[src/rtl/key_event_if.sv]
// key_event_if: key level in, decoded event pulses and press counter out
interface key_event_if #(parameter int CNT_W = 8);
  logic             key_pressed;
  logic             press_pulse;
  logic             release_pulse;
  logic             short_press;
  logic             long_press;
  logic             double_press;
  logic [CNT_W-1:0] press_count;
  logic [2:0]       state_o;
  modport master (
    output key_pressed,
    input  press_pulse, release_pulse, short_press, long_press, double_press, press_count, state_o
  );
  modport slave (
    input  key_pressed,
    output press_pulse, release_pulse, short_press, long_press, double_press, press_count, state_o
  );
endinterface

[src/rtl/key_event_decoder.sv]
// key_event_decoder: turns a debounced key level into registered press/release/short/long/double pulses
module key_event_decoder #(
  parameter int LONG_TIME  = 1000,
  parameter int DOUBLE_GAP = 300,
  parameter int CNT_W      = 8
) (
  input logic      clk,
  input logic      rst_n,
  key_event_if.slave bus
);
  localparam int MAX_T = (LONG_TIME > DOUBLE_GAP) ? LONG_TIME : DOUBLE_GAP;
  localparam int TW    = $clog2(MAX_T) + 1;
  typedef enum logic [2:0] {
    IDLE           = 3'd0,
    PRESSED        = 3'd1,
    LONG_HELD      = 3'd2,
    WAIT_SECOND    = 3'd3,
    SECOND_PRESSED = 3'd4
  } state_t;
  state_t           state, state_n;
  logic [TW-1:0]    timer;
  logic             key_q, rise, fall;
  logic             pp, rp, sp, lp, dp;
  logic [4:0]       ev_q;
  logic [CNT_W-1:0] cnt_q;
  assign rise = bus.key_pressed & ~key_q;
  assign fall = ~bus.key_pressed & key_q;
  assign {bus.press_pulse, bus.release_pulse, bus.short_press, bus.long_press, bus.double_press} = ev_q;
  assign bus.press_count = cnt_q;
  assign bus.state_o     = state;
  // next state and event decode; an edge always beats a timer expiry in the same cycle
  always_comb begin
    state_n = state;
    pp = 1'b0;
    rp = 1'b0;
    sp = 1'b0;
    lp = 1'b0;
    dp = 1'b0;
    case (state)
      IDLE: if (rise) begin
        pp = 1'b1;
        state_n = PRESSED;
      end
      PRESSED: if (fall) begin
        rp = 1'b1;
        state_n = WAIT_SECOND;
      end else if (timer == TW'(LONG_TIME - 1)) begin
        lp = 1'b1;
        state_n = LONG_HELD;
      end
      LONG_HELD: if (fall) begin
        rp = 1'b1;
        state_n = IDLE;
      end
      WAIT_SECOND: if (rise) begin
        pp = 1'b1;
        state_n = SECOND_PRESSED;
      end else if (timer == TW'(DOUBLE_GAP - 1)) begin
        sp = 1'b1;
        state_n = IDLE;
      end
      SECOND_PRESSED: if (fall) begin
        rp = 1'b1;
        dp = 1'b1;
        state_n = IDLE;
      end
      default: state_n = IDLE;
    endcase
  end
  // state, edge history, phase timer and registered outputs
  always_ff @(posedge clk or negedge rst_n) begin
    if (!rst_n) begin
      state <= IDLE;
      timer <= '0;
      key_q <= 1'b0;
      ev_q  <= '0;
      cnt_q <= '0;
    end else begin
      state <= state_n;
      timer <= (state_n != state) ? '0 : timer + 1'b1;
      key_q <= bus.key_pressed;
      ev_q  <= {pp, rp, sp, lp, dp};
      cnt_q <= cnt_q + CNT_W'(pp);
    end
  end
endmodule
[src/flat_wrapper.sv]
// flat-port wrapper written by rule: the top's interface ports become plain ports
module key_event_decoder_flat 
#(
  parameter int LONG_TIME  = 1000,
  parameter int DOUBLE_GAP = 300,
  parameter int CNT_W      = 8
)
  (clk, rst_n, bus_key_pressed, bus_press_pulse, bus_release_pulse, bus_short_press, bus_long_press, bus_double_press, bus_press_count, bus_state_o);
  key_event_if #(.CNT_W(CNT_W)) bus_i ();
  input logic clk;
  input logic rst_n;
  input wire logic [$bits(bus_i.key_pressed)-1:0] bus_key_pressed;
  output wire logic [$bits(bus_i.press_pulse)-1:0] bus_press_pulse;
  output wire logic [$bits(bus_i.release_pulse)-1:0] bus_release_pulse;
  output wire logic [$bits(bus_i.short_press)-1:0] bus_short_press;
  output wire logic [$bits(bus_i.long_press)-1:0] bus_long_press;
  output wire logic [$bits(bus_i.double_press)-1:0] bus_double_press;
  output wire logic [$bits(bus_i.press_count)-1:0] bus_press_count;
  output wire logic [$bits(bus_i.state_o)-1:0] bus_state_o;
  assign bus_i.key_pressed = bus_key_pressed;
  assign bus_press_pulse = bus_i.press_pulse;
  assign bus_release_pulse = bus_i.release_pulse;
  assign bus_short_press = bus_i.short_press;
  assign bus_long_press = bus_i.long_press;
  assign bus_double_press = bus_i.double_press;
  assign bus_press_count = bus_i.press_count;
  assign bus_state_o = bus_i.state_o;
  key_event_decoder #(.LONG_TIME(LONG_TIME), .DOUBLE_GAP(DOUBLE_GAP), .CNT_W(CNT_W)) u_core (.clk(clk), .rst_n(rst_n), .bus(bus_i));
endmodule
[config.mk]
export PLATFORM = sky130hd
export DESIGN_NAME = key_event_decoder_flat
export DESIGN_NICKNAME = d
export VERILOG_FILES = /design/src/rtl/key_event_if.sv /design/src/rtl/key_event_decoder.sv /design/src/flat_wrapper.sv
export SDC_FILE = /design/constraint.sdc
export NUM_CORES = 1
export LEC_CHECK = 0
export BUFFER_PORTS_ARGS = -buffer_cell sky130_fd_sc_hd__buf_2
export CORE_MARGIN = 4
export CORE_UTILIZATION = 46
export CTS_CLUSTER_DIAMETER = 60
export DETAILED_ROUTE_END_ITERATION = 10
export PLACE_DENSITY_LB_ADDON = 0.15
export SLEW_MARGIN = 10
export SYNTH_ARGS = -nofsm -noshare
export SYNTH_HDL_FRONTEND = slang
export SYNTH_SLANG_ARGS = --single-unit
[constraint.sdc]
create_clock -name clk -period 2.2 [get_ports clk]
set_input_delay 0.66 -clock clk [delete_from_list [all_inputs] [get_ports clk]]
set_output_delay 0.66 -clock clk [all_outputs]
set_load 0.05 [all_outputs]
### Word level (Yosys, flattened, before mapping)

Index checks and enable logic that the tools add are counted.

| storage, ports and cells | value |
|---|---|
| bits in registers | 28 |
| output and inout port bits | 16 |

| operators by class | value |
|---|---|
| add/sub/neg operators | 2 |
| equality and inequality tests | 7 |
| muxes and demuxes | 19 |
| bitwise operators | 4 |
| reductions and logical operators | 4 |

Operators with widths:

| kind | number |
|---|---|
| two-way mux 3 bit | 6 |
| case mux 3 bit (4 select lines) | 1 |
| adder 11 x 1 -> 11 bit (second input constant) | 1 |
| equality test 11 x 10 -> 1 bit (second input constant) | 1 |
| equality test 11 x 9 -> 1 bit (second input constant) | 1 |
| two-way mux 1 bit | 11 |
| two-way mux 11 bit | 1 |
| adder 8 x 1 -> 8 bit | 1 |
| equality test 3 x 2 -> 1 bit (second input constant) | 2 |
| OR reduction 2 bit | 2 |
| equality test 3 x 1 -> 1 bit (second input constant) | 1 |
| equality test 3 bit (second input constant) | 1 |
| zero test 3 bit | 1 |
| inequality test 3 bit | 1 |
| OR reduction 3 bit | 1 |
| AND 1 bit | 2 |
| NOT 1 bit | 2 |

### Logic depth before layout (Yosys ltp)

| logic depth | value |
|---|---|
| depth in word-level cells | 6 |
| depth in mapped cells | 9 |
| gate-level depth less buffers | 8 |

### Worst setup path before layout

Ideal clock, no wire load.

| timing path | value |
|---|---|
| kind | flip-flop to flip-flop |
| from | register u_core.state[2], in the netlist u_core.bus.state_o[2] |
| to | register u_core.cnt_q[6], in the netlist u_core.bus.press_count[6] |
| library setup time | 0.082 ns |
| arrival time | 2.017 ns |
| data required time | 2.118 ns |
| setup slack | 0.101 ns |
| stages on the path, launching flop included | 9 |
| path buffers | 1 |
| clock period less this slack | 2.099 ns |
| path through | dfrtp_1 clkbuf_1 nor3b_1 and3_1 ha_1 ha_1 nand3_1 nor2_1 xor2_1 |

| on the way | value |
|---|---|
| cells in the longest elaborated chain, start to end | 4 |

RTL lines:

| item | RTL line | RTL |
|---|---|---|
| start, declared | key_event_decoder.sv:20 | `state_t state, state_n;` |
| start signal, assigned | key_event_decoder.sv:79 | `state <= state_n;` |
| equality test 3 x 2 -> 1 bit or zero test 3 bit (tied branches) | key_event_decoder.sv:39 | `case (state)` |
| OR reduction 2 bit (no line) (*) | - |  |
| two-way mux 1 bit (*) | - |  |
| net u_core.pp | key_event_decoder.sv:23 | `logic pp, rp, sp, lp, dp;` |
| adder 8 x 1 -> 8 bit (*) | key_event_decoder.sv:83 | `cnt_q <= cnt_q + CNT_W'(pp);` |
| end signal, assigned | key_event_decoder.sv:83 |  |
| end, declared | key_event_decoder.sv:25 | `logic [CNT_W-1:0] cnt_q;` |

The timed path passes the listed nets; every way through them passes the cells marked *.

### Worst setup path after layout

| timing path | value |
|---|---|
| from | register u_core.key_q |
| to | register u_core.cnt_q[6], in the netlist u_core.bus.press_count[6] |

| on the way | value |
|---|---|
| cells in the longest elaborated chain, start to end | 5 |

RTL lines:

| item | RTL line | RTL |
|---|---|---|
| start, declared | key_event_decoder.sv:22 | `logic key_q, rise, fall;` |
| start signal, assigned | key_event_decoder.sv:81 | `key_q <= bus.key_pressed;` |
| NOT 1 bit | key_event_decoder.sv:26 | `assign rise = bus.key_pressed & ~key_q;` |
| AND 1 bit | key_event_decoder.sv:26 |  |
| two-way mux 1 bit | key_event_decoder.sv:40, key_event_decoder.sv:55 |  |
| two-way mux 1 bit | - |  |
| net u_core.pp | key_event_decoder.sv:23 |  |
| adder 8 x 1 -> 8 bit | key_event_decoder.sv:83 |  |

The timed path passes the listed nets, and every way through them passes these cells.

==> impl_metrics.toml <==
[status]
status = "completed"

[placed_design]
port_buffers = 18
hpwl_um = 2110
gp_congestion = 0.800
dp_cells = 201

[synthesis]
ys_top_cells_by_count = "dfrtp_1 (28), nand2_1 (10), nor4_2 (10), xor2_1 (8), xnor2_1 (7)"
netlist_area_um2 = 1480
ys_top_cells_by_area = "dfrtp_1 (47%), nor4_2 (8.4%), xor2_1 (4.7%)"
avgSynthCellArea_um2 = 11.5
synth-main-ff-cell = "dfrtp_1"
synthesis.nets = 135
yosysWarnings = 0
yosysMostFrequentCell = "dfrtp_1"
async_flop_share = 1.00
synth-edff-count = 0
synth_top_area_share = 0.473
yosysTopAreaCell = "dfrtp_1"
ys_types = 40
synth_seq_cells = 28
netlist_instances = 129
ys_seq_area_frac = 0.473

[global_route]
gr-total-overflow = 0
grt_max_degree = 29
grt_pass1_vias = 1172
antenna_found_initial = 0
track_usage = 0.159
grt_pass1_wl_um = 5200

[timing]
maxSlewViolCount = 0
rsz0062_at_grt = "no"
clock-skew-final_ns = 0.0111
period_share = 0.896
hold_violations = 0
setup_violations = 0
tightestPinTransition_ns = 0.703
min_period_ns = 1.97
relSlewSlack = 0.530
fmaxAchievable_mhz = 507

[power]
pwr_density_cell_nw_per_um2 = 1150
ir_drop_mv = 0.582
p_leak_nw = 0.810

[drt]
wl_met2_um = 1370
wl_met3_um = 99
routed_via_density = 5.38
drt_iter0_drc = 40
vias = 1103
drc_errors = 0
highest_layer = "met4"
met1Wirelength_um = 1350
ant_nets = 0
wl_um = 2880
post_drt_wl_per_cell_um = 14.0
dr.pass1.iters = 4

[finish]
final_cells = 205
filler_cell_count = 295
num_antenna_cells = 0
layout.nets = 168
drive_gt1_frac = 0.342
final_core_util = 0.572
syn2layout_area_growth_pct = 18.7

[clock_network]
cts_buffer_depth = 2
clkTransAtPathRegs_ns = 0.16
insertion_delay_ns = 0.35
cts-root-buf = "clkbuf_4"
htreeDepth = 1
numCtsBuffers = 3
cts_tree = "built"
clkSinkCount = 28

[worst_setup_path]
crit_required_ns = 2.49
reg2reg_depth = 8
cp.arrival_ns = 2.26
rr_startpoint = "u_core.key_q$_DFF_PN0_"
worstReg2RegEnd = "u_core.bus.press_count[6]$_DFF_PN0_"
crit_path_start_kind = "flop"
cp-end-kind = "flop"
rrSetupSlack_ns = 0.23
worst-setup-path-type = "flop to flop"
cp_max_fo = 7

[floorplan]
core_um2 = 3080
start_util = 0.482
die_w_um = 64.8
rows = 20
die_area_um2 = 4200
ios = 19
dieHeight_um = 64.8

[job]
cap_violations = 0

[worst_hold_path]
hold_path_class = "primary input to asynchronous set/reset pin"
## kinds of logic (layout without fill, tap and decap cells)
group | Yosys count | in the layout | share of synthesized area
AOI/OAI and AO/OA | 15 | 15 | 0.0852
buffers and inverters | 7 | 39 | 0.0346
and+or+nand+nor | 61 | 61 | 0.294
adders and majority gates | 3 | 3 | 0.0253
xor gates and xnor gates | 15 | 15 | 0.0886
DFF | 28 | 28 | 0.473
## placed cells by master, fill, tap and decap left out, types with 5 or more instances in the layout
cell,n
dfrtp_1,28
buf_2,18
buf_4,16
nand2_1,10
nor4_2,10
xor2_1,8
xnor2_1,7
nand3_1,5
nand4_1,5
nor3_1,5
## timing repair
item	CTS	global route
hold buffers	0	0
endpoints found under the setup margin	4	0
buffers inserted	0	0
gates resized for setup	1	0
## flip-flops by register name, indices dropped and copies added (netlist names)
signal	cells
u_core.bus.state_o	3
u_core.timer	11
u_core.ev_q	5
u_core.bus.press_count	8
u_core.key_q	1
## per-layer routing
layer | vias up | track usage
li1 | 544 | -
met1 | 537 | 0.198
met2 | 17 | 0.266
met3 | 5 | 0.0277
met4 | 0 | 0.0765
met5 | - | 0
## through the flow
step                      setup WS (ns)  power (mW)  instance area, µm²  hold WS (ns)  TNS [ns]
final                             0.229        2.03                1760         0.297         0
after global placement           -0.146        1.66                1700         0.457     -1.40
after floorplan                   0.101        1.45                1480         0.364         0
after detailed placement         -0.187        1.68                1700         0.457     -1.98
after global routing             0.0118        2.16                1760         0.316         0
after CTS                         0.212        2.04                1760         0.320         0
## cell type report
| class | instances | area [µm²] | share of cell area |
|---|---|---|---|
| Clock inverter | 1 | 30.0 | 0.0171 |
| Multi-Input combinational cell | 94 | 738 | 0.419 |
| Tap cell | 44 | 55.1 | 0.0313 |
| Clock buffer | 3 | 22.5 | 0.0128 |
| Timing Repair Buffer | 34 | 210 | 0.119 |
| Sequential cell | 28 | 701 | 0.398 |
| Inverter | 1 | 3.75 | 0.00213 |
## critical path, cell delays in order, from the launching register on
cell	delay, ns
dfrtp_1	0.47
nor3b_1	0.31
buf_4	0.18
and3_1	0.17
ha_1	0.20
ha_1	0.18
nand3_1	0.12
nor2_1	0.15
xor2_1	0.15
## worst max path at each step
stage	startpoint	to	slack (ns)	cells past startpoint
after global placement	bus_key_pressed	u_core.timer[1]$_DFF_PN0_	-0.15	5
after floorplan	u_core.bus.state_o[2]$_DFF_PN0_	u_core.bus.press_count[6]$_DFF_PN0_	0.10	8
after CTS	u_core.timer[0]$_DFF_PN0_	u_core.timer[9]$_DFF_PN0_	0.21	5
after detailed placement	bus_key_pressed	u_core.timer[1]$_DFF_PN0_	-0.19	5
final	u_core.key_q$_DFF_PN0_	u_core.bus.press_count[6]$_DFF_PN0_	0.23	8
after global routing	u_core.key_q$_DFF_PN0_	u_core.bus.press_count[6]$_DFF_PN0_	0.01	8
## power by group
part / total (mW) / internal, mW / leakage (nW) / switching (mW)
Combinational: 0.968 / 0.316 / 0.408 / 0.652
Sequential: 0.713 / 0.615 / 0.374 / 0.0982
Clock: 0.345 / 0.185 / 0.0279 / 0.160
Total: 2.03 / 1.11 / 0.810 / 0.910
(Power assumes the default switching activity.)
